==> config.mk <==
export PLATFORM = sky130hd
export DESIGN_NAME = im_loader
export DESIGN_NICKNAME = d
export VERILOG_FILES = /design/src/rtl/im_pkg.sv /design/src/rtl/im_word_packer.sv /design/src/rtl/im_loader.sv
export SDC_FILE = /design/constraint.sdc
export NUM_CORES = 1
export LEC_CHECK = 0
export ABC_AREA = 1
export BUFFER_PORTS_ARGS = -buffer_cell sky130_fd_sc_hd__buf_2
export CORE_UTILIZATION = 65
export CTS_BUF_LIST = sky130_fd_sc_hd__clkbuf_4 sky130_fd_sc_hd__clkbuf_8
export DETAILED_ROUTE_END_ITERATION = 16
export GPL_ROUTABILITY_DRIVEN = 0
export PLACE_DENSITY = 0.88
export SKIP_CTS_REPAIR_TIMING = 1
export SYNTH_ARGS = -nofsm -noshare
export SYNTH_HDL_FRONTEND = slang
export SYNTH_HIERARCHICAL = 1
export SYNTH_SLANG_ARGS = --single-unit
==> constraint.sdc <==
create_clock -name clk -period 5.5 [get_ports clk]
set_input_delay 0.55 -clock clk [delete_from_list [all_inputs] [get_ports clk]]
set_output_delay 0.55 -clock clk [all_outputs]
set_load 0.05 [all_outputs]
==> src/rtl/im_pkg.sv <==
// Shared definitions for the instruction-memory loader.
//   IM_DEPTH_WORDS  default IM capacity in 32-bit words
//   BYTES_PER_WORD  bytes packed into one IM word
//   state_e         loader FSM encodings
// Optional feature macro: IM_LOADER_CKSUM_EN adds the StCheck state.
package im_pkg;

  localparam int unsigned IM_DEPTH_WORDS = 32;
  localparam int unsigned BYTES_PER_WORD = 4;

  typedef enum logic [2:0] {
    StIdle    = 3'd0,
    StCollect = 3'd1,
    StWrite   = 3'd2,
`ifdef IM_LOADER_CKSUM_EN
    StCheck   = 3'd3,
`endif
    StFin     = 3'd4
  } state_e;

endpackage

==> src/rtl/im_word_packer.sv <==
// Byte-to-word packer: shifts incoming bytes into a big-endian word.
// Ports:
//   clk, rst_n  clock, asynchronous active-low reset
//   clear       drop any partial word and restart at byte 0
//   push        one byte accepted this cycle
//   byte_in     byte being accepted
//   word        packed word including byte_in as the least significant byte
//   complete    push of the final byte of a word happens this cycle
module im_word_packer
  import im_pkg::*;
(
  input  logic        clk,
  input  logic        rst_n,
  input  logic        clear,
  input  logic        push,
  input  logic [7:0]  byte_in,
  output logic [31:0] word,
  output logic        complete
);

  // Only the first three bytes need storing; the fourth is taken straight from byte_in.
  logic [23:0] shift_q;
  logic [1:0]  byte_idx_q;

  always_ff @(posedge clk or negedge rst_n) begin
    if (!rst_n) begin
      shift_q    <= '0;
      byte_idx_q <= '0;
    end else if (clear) begin
      byte_idx_q <= '0;
    end else if (push) begin
      shift_q    <= {shift_q[15:0], byte_in};
      byte_idx_q <= byte_idx_q + 2'd1;
    end
  end

  assign word     = {shift_q, byte_in};
  assign complete = push && (byte_idx_q == 2'(BYTES_PER_WORD - 1));

endmodule

==> src/rtl/im_loader.sv <==
// Instruction-memory loader: packs a byte stream into big-endian words and writes them
// into IM while holding the CPU off.
// Ports:
//   clk, rst_n   clock, asynchronous active-low reset
//   start        load request, sampled only when idle
//   base_addr    word-aligned byte address of the first word
//   word_count   number of words to load
//   in_valid     byte-stream valid
//   in_data      byte-stream data
//   in_ready     byte accepted when in_valid && in_ready
//   wr_en        IM write strobe, one cycle per word
//   wr_addr      IM byte address of the word
//   wr_data      packed word, first byte in [31:24]
//   busy         high while a load is in progress
//   cpu_hold     copy of busy, stalls pipeline fetch
//   done         one-cycle end-of-load pulse
//   error        one-cycle pulse: rejected request or checksum failure
// Optional feature macro: IM_LOADER_CKSUM_EN appends a trailing checksum byte to each load.
module im_loader
  import im_pkg::*;
#(
  parameter int unsigned DEPTH_WORDS = IM_DEPTH_WORDS,
  parameter int unsigned CNT_W       = 16
) (
  input  logic             clk,
  input  logic             rst_n,
  input  logic             start,
  input  logic [31:0]      base_addr,
  input  logic [CNT_W-1:0] word_count,
  input  logic             in_valid,
  input  logic [7:0]       in_data,
  output logic             in_ready,
  output logic             wr_en,
  output logic [31:0]      wr_addr,
  output logic [31:0]      wr_data,
  output logic             busy,
  output logic             cpu_hold,
  output logic             done,
  output logic             error
);

  // Wide enough that base + 4*count can never wrap.
  localparam int unsigned ReqW = (CNT_W + 3 > 34) ? CNT_W + 3 : 34;

  state_e           state_q;
  logic [31:0]      base_q;
  logic [CNT_W-1:0] count_q;
  logic [CNT_W-1:0] word_idx_q;
  logic             in_ready_q;
  logic             wr_en_q;
  logic [31:0]      wr_addr_q;
  logic [31:0]      wr_data_q;
  logic             busy_q;
  logic             done_q;
  logic             error_q;
`ifdef IM_LOADER_CKSUM_EN
  logic [7:0]       sum_q;
`endif

  logic [ReqW-1:0]  req_end;
  logic             req_bad;
  logic             pack_clear;
  logic             pack_push;
  logic [31:0]      pack_word;
  logic             pack_complete;
  logic [31:0]      cur_addr;
  logic             last_word;

  assign req_end = ReqW'(base_addr) + (ReqW'(word_count) << 2);
  assign req_bad = (base_addr[1:0] != 2'b00) ||
                   (req_end > ReqW'(BYTES_PER_WORD * DEPTH_WORDS));

  assign pack_push  = (state_q == StCollect) && in_ready_q && in_valid;
  assign pack_clear = ((state_q == StIdle) && start) || (state_q == StWrite);

  assign cur_addr  = base_q + 32'({word_idx_q, 2'b00});
  assign last_word = (word_idx_q == (count_q - CNT_W'(1)));

  im_word_packer u_packer (
    .clk      (clk),
    .rst_n    (rst_n),
    .clear    (pack_clear),
    .push     (pack_push),
    .byte_in  (in_data),
    .word     (pack_word),
    .complete (pack_complete)
  );

  always_ff @(posedge clk or negedge rst_n) begin
    if (!rst_n) begin
      state_q    <= StIdle;
      base_q     <= '0;
      count_q    <= '0;
      word_idx_q <= '0;
      in_ready_q <= 1'b0;
      wr_en_q    <= 1'b0;
      wr_addr_q  <= '0;
      wr_data_q  <= '0;
      busy_q     <= 1'b0;
      done_q     <= 1'b0;
      error_q    <= 1'b0;
`ifdef IM_LOADER_CKSUM_EN
      sum_q      <= '0;
`endif
    end else begin
      // Strobes default low so each is a single-cycle pulse.
      wr_en_q <= 1'b0;
      done_q  <= 1'b0;
      error_q <= 1'b0;
      case (state_q)
        StIdle: begin
          if (start) begin
            if (req_bad) begin
              error_q <= 1'b1;
              done_q  <= 1'b1;
            end else if (word_count == '0) begin
              done_q <= 1'b1;
            end else begin
              base_q     <= base_addr;
              count_q    <= word_count;
              word_idx_q <= '0;
              busy_q     <= 1'b1;
              in_ready_q <= 1'b1;
              state_q    <= StCollect;
`ifdef IM_LOADER_CKSUM_EN
              sum_q      <= '0;
`endif
            end
          end
        end
        StCollect: begin
`ifdef IM_LOADER_CKSUM_EN
          if (pack_push) begin
            sum_q <= sum_q + in_data;
          end
`endif
          if (pack_complete) begin
            in_ready_q <= 1'b0;
            wr_en_q    <= 1'b1;
            wr_addr_q  <= cur_addr;
            wr_data_q  <= pack_word;
            state_q    <= StWrite;
          end
        end
        StWrite: begin
          word_idx_q <= word_idx_q + CNT_W'(1);
          if (last_word) begin
`ifdef IM_LOADER_CKSUM_EN
            in_ready_q <= 1'b1;
            state_q    <= StCheck;
`else
            done_q  <= 1'b1;
            busy_q  <= 1'b0;
            state_q <= StFin;
`endif
          end else begin
            in_ready_q <= 1'b1;
            state_q    <= StCollect;
          end
        end
`ifdef IM_LOADER_CKSUM_EN
        StCheck: begin
          if (in_ready_q && in_valid) begin
            in_ready_q <= 1'b0;
            done_q     <= 1'b1;
            busy_q     <= 1'b0;
            // Data bytes plus checksum byte must sum to zero modulo 256.
            error_q    <= ((sum_q + in_data) != 8'h00);
            state_q    <= StFin;
          end
        end
`endif
        StFin: begin
          state_q <= StIdle;
        end
        default: begin
          state_q <= StIdle;
        end
      endcase
    end
  end

  assign in_ready = in_ready_q;
  assign wr_en    = wr_en_q;
  assign wr_addr  = wr_addr_q;
  assign wr_data  = wr_data_q;
  assign busy     = busy_q;
  assign cpu_hold = busy_q;
  assign done     = done_q;
  assign error    = error_q;

endmodule
# Word level (Yosys, flattened, before mapping)

Cells that the tools add are included.

Register bits after elaboration: 162
Input bits: 60
Output and inout bits: 70
Logic and storage cells: 81

Add/subtract/negate cells: 5
Magnitude comparators: 1
Eq/ne operators: 10
Muxes and demuxes: 30
Bitwise logic cells: 3
Reduce and logical (&&, ||, !) cells: 19

Operator list:

| operator                | number |
|---|---|
| $mux W16                | 3 |
| $add A32 B18 Y33        | 1 |
| $gt A33 B8 Y1 const B   | 1 |
| $add A32 B18 Y32        | 1 |
| $pmux W16 S2            | 1 |
| $add A16 B1 Y16 const B | 1 |
| $eq A16 B16 Y1          | 1 |
| $logic_not A16 Y1       | 1 |
| $sub A16 B1 Y16 const B | 1 |
| $mux W1                 | 15 |
| $mux W3                 | 5 |
| $ne A2 B2 Y1 const B    | 6 |
| $reduce_and A4 Y1       | 3 |
| $pmux W3 S3             | 1 |
| $reduce_and A6 Y1       | 1 |
| $reduce_bool A2 Y1      | 3 |
| $reduce_and A5 Y1       | 1 |
| $logic_and A1 B1 Y1     | 4 |
| $mux W2                 | 2 |
| $pmux W1 S2             | 2 |
| $reduce_and A2 Y1       | 2 |
| $eq A3 B1 Y1 const B    | 1 |
| $eq A3 B2 Y1 const B    | 1 |
| $logic_not A3 Y1        | 1 |
| 6 further kinds         | 9 |

# Logic depth before layout (Yosys ltp)

Depth in word-level cells: 6
Gate-level depth with buffers: 21
Depth with buffers taken out: 19

# Modules after synthesis

Netlist, hierarchy kept.

Modules (own cells, without submodules):

| module         | instances | cells each | area each (µm²) | sequential area each (µm²) |
|---|---|---|---|---|
| im_loader      | 1         | 1299       | 9236.4          | 3403.3 |
| im_word_packer | 1         | 126        | 1128.6          | 650.6 |

# Worst setup path after synthesis

No wires, ideal clock.

Kind: input to register
From: in base_addr[2]
To: reg word_idx_q[14]
Library setup time: 0.127 ns
Data arrival time: 2.702 ns
Required time: 5.373 ns
Slack: 2.672 ns
Cell stages on the path: 18
Path buffers: 1
Path through: ha_1 -> fa_1 -> nand3_1 -> nand3_1 -> nand2_1 -> nand2_1 -> nand2_1 -> nand2_2 -> xor2_1 -> nor2_1 -> nand3_1 -> nand2_1 -> nand4_2 -> nand2_2 -> nand3_4 -> buf_6 -> nand2_2 -> o21ai_2

Word-level cells in the longest chain between the ends: 5

RTL lines:

| item                               | line             | source |
|---|---|---|
| from (decl)                        | im_loader.sv:28  | `input logic [31:0] base_addr,` |
| $add A32 B18 Y33                   | im_loader.sv:69  | `assign req_end = ReqW'(base_addr) + (ReqW'(word_count) << 2);` |
| $gt A33 B8 Y1                      | im_loader.sv:71  | `(req_end > ReqW'(BYTES_PER_WORD * DEPTH_WORDS));` |
| $logic_or A1 B1 Y1                 | im_loader.sv:70  | `assign req_bad = (base_addr[1:0] != 2'b00) \|\|` |
| $ne A2 B2 Y1 (no source line)      | n/a              |  |
| $reduce_and A4 Y1 (no source line) | n/a              |  |
| to (signal assigned)               | im_loader.sv:146 | `word_idx_q <= word_idx_q + CNT_W'(1);` |
| to (decl)                          | im_loader.sv:48  | `logic [CNT_W-1:0] word_idx_q;` |

Every way passes these cells.
A chain may end at the register's enable or synchronous reset.

# Worst setup path in the final report

From: in word_count[0]
To: reg count_q[4]

Word-level cells in the longest chain between the ends: 5
Elaborated cells between the ends (all ways): 7
Those cells by class: add/sub: 1; order compare: 1; bitwise: 2; reduce/logical: 3

RTL lines:

| item                                   | line             | source |
|---|---|---|
| from (decl)                            | im_loader.sv:29  | `input logic [CNT_W-1:0] word_count,` |
| $add A32 B18 Y33                       | im_loader.sv:69  |  |
| $gt A33 B8 Y1                          | im_loader.sv:71  |  |
| $logic_or A1 B1 Y1                     | im_loader.sv:70  |  |
| $not A1 Y1 (no source line)            | n/a              |  |
| $reduce_and A4 Y1 (no source line) (*) | n/a              |  |
| to (signal assigned)                   | im_loader.sv:120 | `count_q <= word_count;` |
| to (decl)                              | im_loader.sv:47  | `logic [CNT_W-1:0] count_q;` |

Mark *: on every way between the ends. The rest lies on a longest branch, timed or not.

==> results.md <==
- Critical path cell sequence: buf_2 -> ha_1 -> fa_1 -> nand3_1 -> nand3_1 -> nand2_1 -> nand2_1 -> nand2_1 -> nand2_2 -> xor2_1 -> nor2_1 -> nand3_1 -> nand2_1 -> nand4_2 -> inv_2 -> nand3_4 -> buf_4 -> nand2_2 -> o21ai_2
- Clk Latency, worst-skew pair: 0.47 ns
- Hold_ws: ~0.22 ns
- Chip Width: around 130 um
- Slew Viols, Final: 0
- CORE AREA: 0.01537 mm2
- Largest net degree at the start of global routing: 113
- Crit-path max cell delay: 0.84 ns
- CP Max Fanout: 80
- Worst hold path class: input port to asynchronous set/reset pin
- Number of inserted diodes: 0
- Mapped Cells: 1425
- Status: complete, no violations
- Largest family of logic cells by synthesized area: simple AND/OR/NAND/NOR gates
- Post-Route WL: between 20000 and 25000 um
- Critical path's most frequent cell: nand2_1
- Maximum buffer depth of the clock tree: 2
- Most common cell after layout, fill and taps aside: nand2_1
- Yosys warnings: 6
- Total Die Area: 0.01645 mm2
- Post-route DRC: 0
- Fill cells: around 1.2k
- Vias: 9640
- Setup crit end kind: flip-flop
- Arr. time, crit path: 3.62 ns
- PortBufs: 129
- Initial antenna violation count: 0
- Final core utilization: 0.7458
- Area delta synth->final: 10.60%
- Crit path max-delay cell type: buf_4
- Top cell type's share of synthesized area: 0.3911
- Dominant cells by area after synthesis: dfrtp_1 (39%), nand2_1 (18%), inv_1 (6.4%)
- Register area share after synthesis: 0.3911
- Simple-Gate Fraction of Synth Area: 0.3531
- Final Hold Viols: 0
- Most frequent cells in the layout: nand2_1 (492), inv_1 (178), dfrtp_1 (162)
- Nets: ~1.6k
- Clk_skew: 0.01578 ns
- Post-synthesis register bit count: ~160
- Xor-xnor portion of the synthesized cell area: 0.04394
- RSZ-0062 raised after global routing: no
- Drt first pass iters: 5
- Post-synthesis mux area share: 0
- Total CTS buffers: 17
- Setup CP Type: input port to flip-flop
- Synth unique cells: 42
- Die H: 128.3 um
- Layout cells sized above 1: 0.1844
- DRT iter0 DRCs: 736
- CTS tree: yes
- H-tree Lvls: 4
- Reg2reg end: wr_addr[31]
- Synthesized Nets: 1522
- Number of global-route vias before repair: around 9k
- Setup total negative slack: 0 ns
- Via density: 5.471
- Yosys top cell by area: dfrtp_1
- Clock-pin slew on the worst setup and hold paths: 0.11 ns
- GRT Total Usage: 0.3081
- Avg Synthesized Cell Area: between 7 and 8 um2
- Synth Area in Compound Gates: 0.07170
- CP startpoint kind: input port
- Initial Utilization: 0.6743
- Dpl hpwl: roughly 18000 um
- Clk root buf: clkbuf_8
- FMAX: 0.3097 GHz
- Total of max-cap violations: 0
- Mapped cell area: 0.01036 mm2
- Crit path time final: between 3 and 4 ns
- Max rail drop VDD: roughly 0.13 mV
- Slew @ Worst Pin: 1.095 ns
- Worst slew margin: 0.2697
- Leak pwr: around 0.007 uW
- Post-route ant nets: 0
- Area share of fa/ha/maj cells after synthesis: 0.04611
- Crit path from: word_count[0]
- Cell area after layout: about 0.011 mm2
- R2R setup slack: between 2 and 2.5 ns
- Setup violators final: 0
- I/O pin count: 130
- GRT overflow: 0
- First-pass GRT wire length: ~40000 um
- WP data required: a little under 6 ns
- Final Cycle Share: 0.5872
- # clock sinks: 162
- Launching point of the worst reg2reg path: word_idx_q[13]
- Per-cell routed wire length: 13.63 um
- Standard-cell rows: 45
- Power per cell area: approximately 200 mW/mm2
- Worst setup path end: count_q[4]
- R2R cell count: 9
- Area after DPL: 0.01104 mm2
layer usage:
layer	global-route usage	share of wire	vias to the layer above
met2	0.5141	0.48	401
met1	0.3961	0.42	4450
met5	0	0	-
met3	0.04549	0.065	73
li1	-	-	4716
met4	0.1426	0.037	0
where the power goes:
group	internal [uW]	switching, uW
combinational	75.4	168
clock	350	524
sequential	1190	0.139
total	1620	693
per-stage QoR:
| stage | instances | worst slack, ns | total power, uW |
|---|---|---|---|
| floorplan | 1425 | 2.672 | 1368 |
| global placement | 1730 | 1.957 | 1449 |
| detailed placement | 1730 | 1.811 | 1455 |
| CTS | 1762 | 2.290 | 2315 |
| global route | 1762 | 1.986 | 2401 |
| finish | 1762 | 2.271 | 2309 |
cell usage after synthesis, drive strengths merged:
master,n
a221oi,1
and2,3
a31oi,3
xor2,30
o21a,1
a21oi,30
nand3,111
nor3b,1
clkinv,1
dfrtp,162
o211ai,2
nor2,98
xnor2,22
nand4,23
nor2b,1
buf,29
nor3,21
o21ai,76
o31ai,2
clkbuf,11
nand3b,7
o2111ai,1
nor4,12
inv,183
fa,2
o21bai,1
ha,35
or2,11
nand2,545
logic make-up (layout without fill, tap and decap cells):
| logic type | after synthesis | after routing |
|---|---|---|
| xor gates and xnor gates | 52 | 52 |
| adders and majority gates | 37 | 37 |
| and+or+nand+nor | 833 | 833 |
| AOI/OAI and AO/OA | 117 | 117 |
| DFF | 162 | 162 |
| buffers and inverters | 224 | 350 |
registers in the layout, indices dropped and copies added, names as in the netlist:
name / count
wr_en: 1
u_packer/byte_idx_q: 2
u_packer/shift_q: 24
wr_data: 32
word_idx_q: 16
busy: 1
wr_addr: 32
done: 1
error: 1
count_q: 16
state_q: 3
in_ready: 1
base_q: 32
worst min path at each step:
stage	startpoint	end	slack, ns
3_5_place_dp	wr_data[20]	wr_data[20]	0.46
2_1_floorplan	rst_n	base_q[0]	0.25
5_1_grt	in_data[3]	wr_data[3]	0.29
4_1_cts	rst_n	wr_data[25]	0.26
6_report	rst_n	wr_addr[8]	0.22
3_3_place_gp	wr_data[4]	wr_data[4]	0.45
worst max-delay path, delay by kind of cell:
| kind | cells | cell delay (ns) |
|---|---|---|
| adders and majority gates | 2 | 0.68 |
| and+or+nand+nor | 12 | 1.07 |
| AOI/OAI and AO/OA | 1 | 0.10 |
| xor gates and xnor gates | 1 | 0.15 |
| buffers and inverters | 3 | 1.02 |
area by class of cell:
cell class	count	area [um2]	area share
Clock buffer	17	234.0	0.02041
Timing Repair Buffer	134	689.4	0.06014
Clock inverter	15	185.2	0.01615
Inverter	184	690.7	0.06025
Multi-Input combinational cell	1039	5346	0.4664
Tap cell	211	264.0	0.02303
Sequential cell	162	4054	0.3536
(Power assumes the default switching activity.)
